`src/rtl/fifo_pop_router.sv`:
```
// Read-side controller for the FIFO bank: round-robin pops from four source FIFOs,
// two-cycle capture/route pipeline into four destination FIFOs, with almost_full hold-off.
module fifo_pop_router #(
   parameter int DATA_W = 10,
   parameter int N_SRC  = 4
) (
   input  logic              clk,
   input  logic              reset_L,
   input  logic [N_SRC-1:0]  src_empty,
   input  logic [DATA_W-1:0] src_data0,
   input  logic [DATA_W-1:0] src_data1,
   input  logic [DATA_W-1:0] src_data2,
   input  logic [DATA_W-1:0] src_data3,
   input  logic [N_SRC-1:0]  dst_almost_full,
   output logic [N_SRC-1:0]  src_pop,
   output logic [N_SRC-1:0]  dst_push,
   output logic [DATA_W-1:0] dst_data,
   output logic              idle,
   output logic              paused
);

   typedef enum logic [1:0] {
      IDLE   = 2'd0,
      ACTIVE = 2'd1,
      PAUSE  = 2'd2
   } state_t;

   state_t             state_q, state_d;
   logic [1:0]         last_q, last_d;
   logic [1:0]         sel_q, sel_d;
   logic               vld_q, vld_d;
   logic [N_SRC-1:0]   dst_push_q, dst_push_d;
   logic [DATA_W-1:0]  dst_data_q, dst_data_d;

   logic               grant_vld;
   logic [1:0]         grant_idx;
   logic [1:0]         idx;
   logic               pop_fire;
   logic [DATA_W-1:0]  cap_data;

   // Search order last+1 .. last+4; the 2-bit sum wraps so the last probe is last_q itself.
   always_comb begin
      grant_vld = 1'b0;
      grant_idx = last_q;
      idx       = '0;
      for (int unsigned k = 1; k <= N_SRC; k++) begin
         idx = last_q + 2'(k);
         if (!grant_vld && !src_empty[idx]) begin
            grant_vld = 1'b1;
            grant_idx = idx;
         end
      end
   end

   always_comb begin
      state_d = IDLE;
      if (!(&src_empty)) begin
         state_d = (|dst_almost_full) ? PAUSE : ACTIVE;
      end
   end

   always_comb begin
      pop_fire = (state_q == ACTIVE) && grant_vld;
      src_pop  = '0;
      last_d   = last_q;
      sel_d    = sel_q;
      vld_d    = pop_fire;
      if (pop_fire) begin
         src_pop = N_SRC'(1) << grant_idx;
         last_d  = grant_idx;
         sel_d   = grant_idx;
      end
   end

   always_comb begin
      case (sel_q)
         2'd0:    cap_data = src_data0;
         2'd1:    cap_data = src_data1;
         2'd2:    cap_data = src_data2;
         default: cap_data = src_data3;
      endcase
   end

   // A zero word is still popped and captured, but never pushed downstream.
   always_comb begin
      dst_data_d = dst_data_q;
      dst_push_d = '0;
      if (vld_q) begin
         dst_data_d = cap_data;
         if (cap_data != '0) begin
            dst_push_d = N_SRC'(1) << cap_data[DATA_W-1 -: 2];
         end
      end
   end

   always_ff @(posedge clk or negedge reset_L) begin
      if (!reset_L) begin
         state_q    <= IDLE;
         last_q     <= 2'd3;
         sel_q      <= '0;
         vld_q      <= 1'b0;
         dst_push_q <= '0;
         dst_data_q <= '0;
      end else begin
         state_q    <= state_d;
         last_q     <= last_d;
         sel_q      <= sel_d;
         vld_q      <= vld_d;
         dst_push_q <= dst_push_d;
         dst_data_q <= dst_data_d;
      end
   end

   assign dst_push = dst_push_q;
   assign dst_data = dst_data_q;
   assign idle     = (state_q == IDLE) && !vld_q && !(|dst_push_q);
   assign paused   = (state_q == PAUSE);

endmodule

```
`config.mk`:
```
export PLATFORM = sky130hd
export DESIGN_NAME = fifo_pop_router
export DESIGN_NICKNAME = d
export VERILOG_FILES = /design/src/rtl/fifo_pop_router.sv
export SDC_FILE = /design/constraint.sdc
export NUM_CORES = 1
export LEC_CHECK = 0
export CAP_MARGIN = 20
export CORE_MARGIN = 3
export CORE_UTILIZATION = 33
export CTS_BUF_LIST = sky130_fd_sc_hd__clkbuf_8 sky130_fd_sc_hd__clkbuf_16
export DETAILED_ROUTE_END_ITERATION = 12
export GPL_TIMING_DRIVEN = 0
export PLACE_DENSITY = 0.83
export RECOVER_POWER = 50
export SYNTH_ARGS = -nofsm -noshare
export SYNTH_HDL_FRONTEND = slang
export SYNTH_SLANG_ARGS = --single-unit
```
`constraint.sdc`:
```
create_clock -name clk -period 1.6 [get_ports clk]
set_input_delay 0.32 -clock clk [delete_from_list [all_inputs] [get_ports clk]]
set_output_delay 0.32 -clock clk [all_outputs]
set_load 0.01 [all_outputs]
```
Word-level counts from Yosys, hierarchy flattened
Cells that the tools add are included.
{"block": "word_totals", "register_bits": 21, "out_inout_bits": 20, "word_cells": 60}
{"block": "op_classes", "n_addsub": 3, "n_lt_le_gt_ge": 4, "n_eq_ne": 4, "shifts": 2, "muxes": 22, "reduce_logical": 19}
{"op": "10-bit one-hot mux with 3 select lines", "n": 1}
{"op": "2-bit by 3-bit < comparator with 1-bit output, second input constant", "n": 4}
{"op": "2-bit two-way mux", "n": 6}
{"op": "4-bit two-way mux", "n": 3}
{"op": "10-bit nonzero test", "n": 1}
{"op": "1-bit binary-select mux with 2-bit select", "n": 4}
{"op": "1-bit two-way mux", "n": 8}
{"op": "4-bit OR reduction", "n": 2}
{"op": "1-bit by 2-bit left shift with 4-bit output, first input constant", "n": 2}
{"op": "1-bit zero test", "n": 7}
{"op": "1-bit logical AND", "n": 6}
{"op": "2-bit adder, second input constant", "n": 2}
{"op": "2-bit by 1-bit == test with 1-bit output, second input constant", "n": 2}
{"op": "2-bit == test, second input constant", "n": 2}
{"op": "2-bit zero test", "n": 2}
{"op": "4-bit AND reduction", "n": 1}
{"op": "2-bit by 1-bit adder with 2-bit output, second input constant", "n": 1}

Longest topological paths before layout
{"block": "logic_depth", "word_depth": 14, "ltp_mapped": 5, "ltp_nobuf": 5}

Worst setup path after synthesis
Ideal clock, no wire load.
{"block": "synth_path", "path_kind": "register to output", "from": "reg last_q[1]", "to": "out src_pop[3]", "t_arrival_ps": 1535, "required_ps": 1280, "slack_ps": -255, "path_stages_with_launch": 5, "n_path_buf": 0, "path_cell_list": "dfstp_2 inv_1 or3_1 a31oi_1 nor3b_1"}
{"block": "synth_via", "elab_chain_cells": 14, "word_cells_on_any_way": 30}
{"item": "start, declared", "line": "29", "text": "logic [1:0] last_q, last_d;"}
{"item": "start signal, assigned", "line": "106", "text": "last_q <= last_d;"}
{"item": "2-bit adder", "line": "47", "text": "idx = last_q + 2'(k);"}
{"item": "1-bit binary-select mux with 2-bit select", "line": "48", "text": "if (!grant_vld && !src_empty[idx]) begin"}
{"item": "1-bit two-way mux (implied by the code)", "line": "48"}
{"item": "1-bit zero test", "line": "48"}
{"item": "1-bit logical AND", "line": "48"}
{"item": "1-bit two-way mux", "line": "48"}
{"item": "1-bit zero test", "line": "48"}
{"item": "1-bit logical AND", "line": "48"}
{"item": "1-bit two-way mux", "line": "48"}
{"item": "1-bit zero test", "line": "48"}
{"item": "1-bit logical AND", "line": "48"}
{"item": "2-bit two-way mux / 1-bit two-way mux (equally long branches)", "line": "48"}
{"item": "1-bit by 2-bit left shift with 4-bit output / 1-bit logical AND (equally long branches)", "line": "69, 63"}
{"item": "4-bit two-way mux *", "line": "68", "text": "if (pop_fire) begin"}
{"item": "end, declared", "line": "15", "text": "output logic [N_SRC-1:0] src_pop,"}
Mark *: on every way between the ends. The rest lies on a longest branch, timed or not. The select of a mux whose other input is x is not followed.

Worst setup path in the final report
Ends and elaborated chain as after synthesis.

==> reports/summary.log <==
[floorplanning] die area 4260 um^2
[final_layout] total inserted antenna cells 0
[synthesis] number of synthesized flops with an enable pin 0
[final_layout] footprint of the multi-input gates 683 um^2
[final_layout] Post-layout nets 220
[route] via count normalized by instance count 5.11
[timing] setup repair after global routing missed its margin yes
[min_path] class of the worst hold path flip-flop to flip-flop
[global_route] global-route wire length before repair 5870 um
[final_layout] sequential standard cell area 529 um^2
[timing] remaining max-slew budget at the tightest pin 0.399
[route] DRC Markers 0
[clock_tree] CTS H-tree lvls 1
[timing] Worst Hold Margin 512 ps
[synthesis] synthesized netlist cell count 83
[synthesis] share of flip-flops with an asynchronous set or reset 1.00
[floorplanning] die extent in y 65.3 um
[synthesis] Syn Nets 133
[timing] Period minus WS final 2150 ps
[synthesis] number of distinct standard cells referenced by the synthesized netlist 30
[clock_tree] Hold Buf Count CTS 0
[synthesis] Mapped Avg Cell Area 14.0 um^2
[route] remaining antenna violation count after routing 0
[synthesis] area fraction of the dominant cell type after synthesis 0.410
[global_route] via count of the first global-routing pass 1221
[clock_tree] CTS tree done
[setup_path] maximum net fanout on the critical path 5
[status] run status finished with violations
[route] Iter 0 DRT Violations 35
[job] maximum capacitance violations 0
[power] leakage power of the design 0.889 nW
[synthesis] number of warnings reported in the yosys synthesis log 0
[placed_design] post-place setup slack -1120 ps
[global_route] total routing usage reported by global routing 0.185
[floorplanning] Row Count 20
[final_layout] core utilization of the finished layout 0.667
[power] PwrDens 830 nW/um^2
[setup_path] slowest stage cell, crit path dfstp_2
[final_layout] post-route standard cell area excluding fillers 2140 um^2
[synthesis] Yosys top cell by area dfrtp_1
[route] overall routed net length 3720 um
[setup_path] cells along the critical path inv_2 > or3_4 > a31oi_4 > nor3b_4 > buf_2
[clock_tree] buffers from clock root to sink, at most 2
[timing] pin slew with the least headroom to its limit 899 ps
[setup_path] longest individual stage delay on the worst path 570 ps
[placed_design] post-detailed-placement cell area 1940 um^2
[timing] total setup violations reported at the end of the flow 6
[clock_tree] cell at the root of the clock tree clkbuf_8
[timing] fraction of the cycle the final worst path needs 1.34
[setup_path] worst path required time 1280 ps
[route] overall via count from detail_route 1088
[floorplanning] starting density of the core 0.362
[floorplanning] die boundary width 65.3 um
[setup_path] type of the worst setup path flip-flop to primary output
[synthesis] portion of the post-synthesis area used by sequential elements 0.455
[setup_path] r2r worst-path depth 4
[timing] number of max-slew violations in the final report 0
[placed_design] DP Wirelength 2720 um
[min_path] Hold Crit Depth 1
[timing] number of endpoints with negative hold slack in the final report 0
[power] worst IR drop on VDD 0.436 mV
[placed_design] IO buf count 69
[timing] maximum clock skew at final layout 4.34 ps
[final_layout] most common library cell in the layout ignoring fill and taps clkdlybuf4s50_1
[final_layout] most used cells in the layout excluding fill and tap cells clkdlybuf4s50_1 (55), dfrtp_1 (18), mux2_2 (11)
[global_route] maximum number of pins on one net before global-route repair 22
[final_layout] fraction of final layout cells with drive strength greater than 1 0.408
[global_route] number of antenna violations at the first check in global routing 0
[final_layout] area overhead of the layout relative to synthesis 84.3%
[setup_path] type of element launching the critical path flip-flop
[synthesis] flip-flop and latch count after synthesis 21
[synthesis] cell area after synthesis 1160 um^2
[timing] Max Fclk 466 MHz
[final_layout] fill cell total of the finished layout 249
[status] violated checks setup timing
[clock_tree] number of sinks handled by clock tree synthesis 21
[setup_path] capturing element type of the critical path primary output
[floorplanning] number of top-level design ports 70
[global_route] Remaining Overflow, GRT 0
[synthesis] top flip-flop cell by instance count after synthesis dfrtp_1
[route] WL/cell 17.5 um
[clock_tree] clock-pin transition on the worst setup and hold timing paths 80 ps
[route] number of iterations in the first detailed-routing pass 4
[power] final total power 0.00177 W
[setup_path] arrival time worst endpoint 1830 ps
[placed_design] placer's final routability congestion estimate 0.783
[floorplanning] area of the placeable core 3200 um^2
[synthesis] Synth area leaders dfrtp_1 (41%), mux4_2 (14%), mux2_2 (11%)
[timing] worst setup slack after layout -547 ps
[clock_tree] clock buffer count from CTS 3
[clock_tree] clk_lat worst skew 270 ps
-- area by class of cell --
class	instances	area share
Timing Repair Buffer	82	0.364
Multi-Input combinational cell	55	0.320
Sequential cell	21	0.248
Tap cell	44	0.0258
Clock buffer	3	0.0193
Buffer	3	0.0117
Inverter	4	0.00820
Clock inverter	1	0.00351
-- synth_stat cells (2+ instances only) --
master and number:
a21oi_1 3, and3_1 3, dfrtp_1 19, dfstp_2 2, inv_1 3, mux2_2 11, mux4_1 3, mux4_2 7
nor2_1 4, nor2b_1 3, nor3b_1 3, o21ai_0 3, or4_1 2
-- worst paths after layout --
kind / startpoint / end / slack, ps
min in group asynchronous: reset_L / dst_push[3]$_DFF_PN0_ / 620
hold reg to reg: dst_data[8]$_DFFE_PN0P_ / dst_data[8]$_DFFE_PN0P_ / 510
max in group asynchronous: reset_L / sel_q[0]$_DFFE_PN0P_ / 370
setup reg to reg: sel_q[0]$_DFFE_PN0P_ / dst_push[0]$_DFF_PN0_ / -70
hold / removal: dst_data[8]$_DFFE_PN0P_ / dst_data[8]$_DFFE_PN0P_ / 510
setup / recovery: last_q[1]$_DFFE_PN1P_ / src_pop[3] / -550
-- through the flow --
step	cells	TNS (ps)
2_1_floorplan	83	-263
3_3_place_gp	196	-6860
3_5_place_dp	196	-7430
4_1_cts	209	-2150
5_1_grt	213	-2650
6_report	213	-2340
-- cell families after synthesis --
family,Yosys count,share of synthesized area
buf+inv,7,0.0302
simple gates,25,0.150
flops,21,0.455
mux,21,0.311
compound gates,9,0.0539
-- flip-flops by register name, indices dropped and copies added, names as in the netlist --
name	cells
dst_push	4
last_q	2
vld_q	1
sel_q	2
state_q	2
dst_data	10
-- power breakdown --
group	internal, W	switching (W)
Clock	0.000176	0.000184
Combinational	0.000469	0.000288
Sequential	0.000600	0.0000561
-- per-layer routing --
layer / GRT usage / part of all wire / up-vias
met2: 0.349 / 0.57 / 40
li1: - / - / 494
met5: 0 / 0 / -
met4: 0.0907 / 0.026 / 0
met3: 0.0342 / 0.049 / 8
met1: 0.193 / 0.36 / 546
-- repair_timing --
| action | CTS | global route |
|---|---|---|
| gates resized for setup | 43 | 14 |
| endpoints found under the setup margin | 12 | 15 |
| buffers inserted | 8 | 5 |
| pin swaps | 9 | 3 |
| cloned | 1 | 0 |
-- critical path, delay by kind of cell (launching register included) --
kind / cells / cell delay [ps]
and+or+nand+nor: 2 / 550
AOI/OAI and AO/OA: 1 / 210
buffers and inverters: 2 / 230
DFF: 1 / 570
Power figures use the tool's default switching activity.
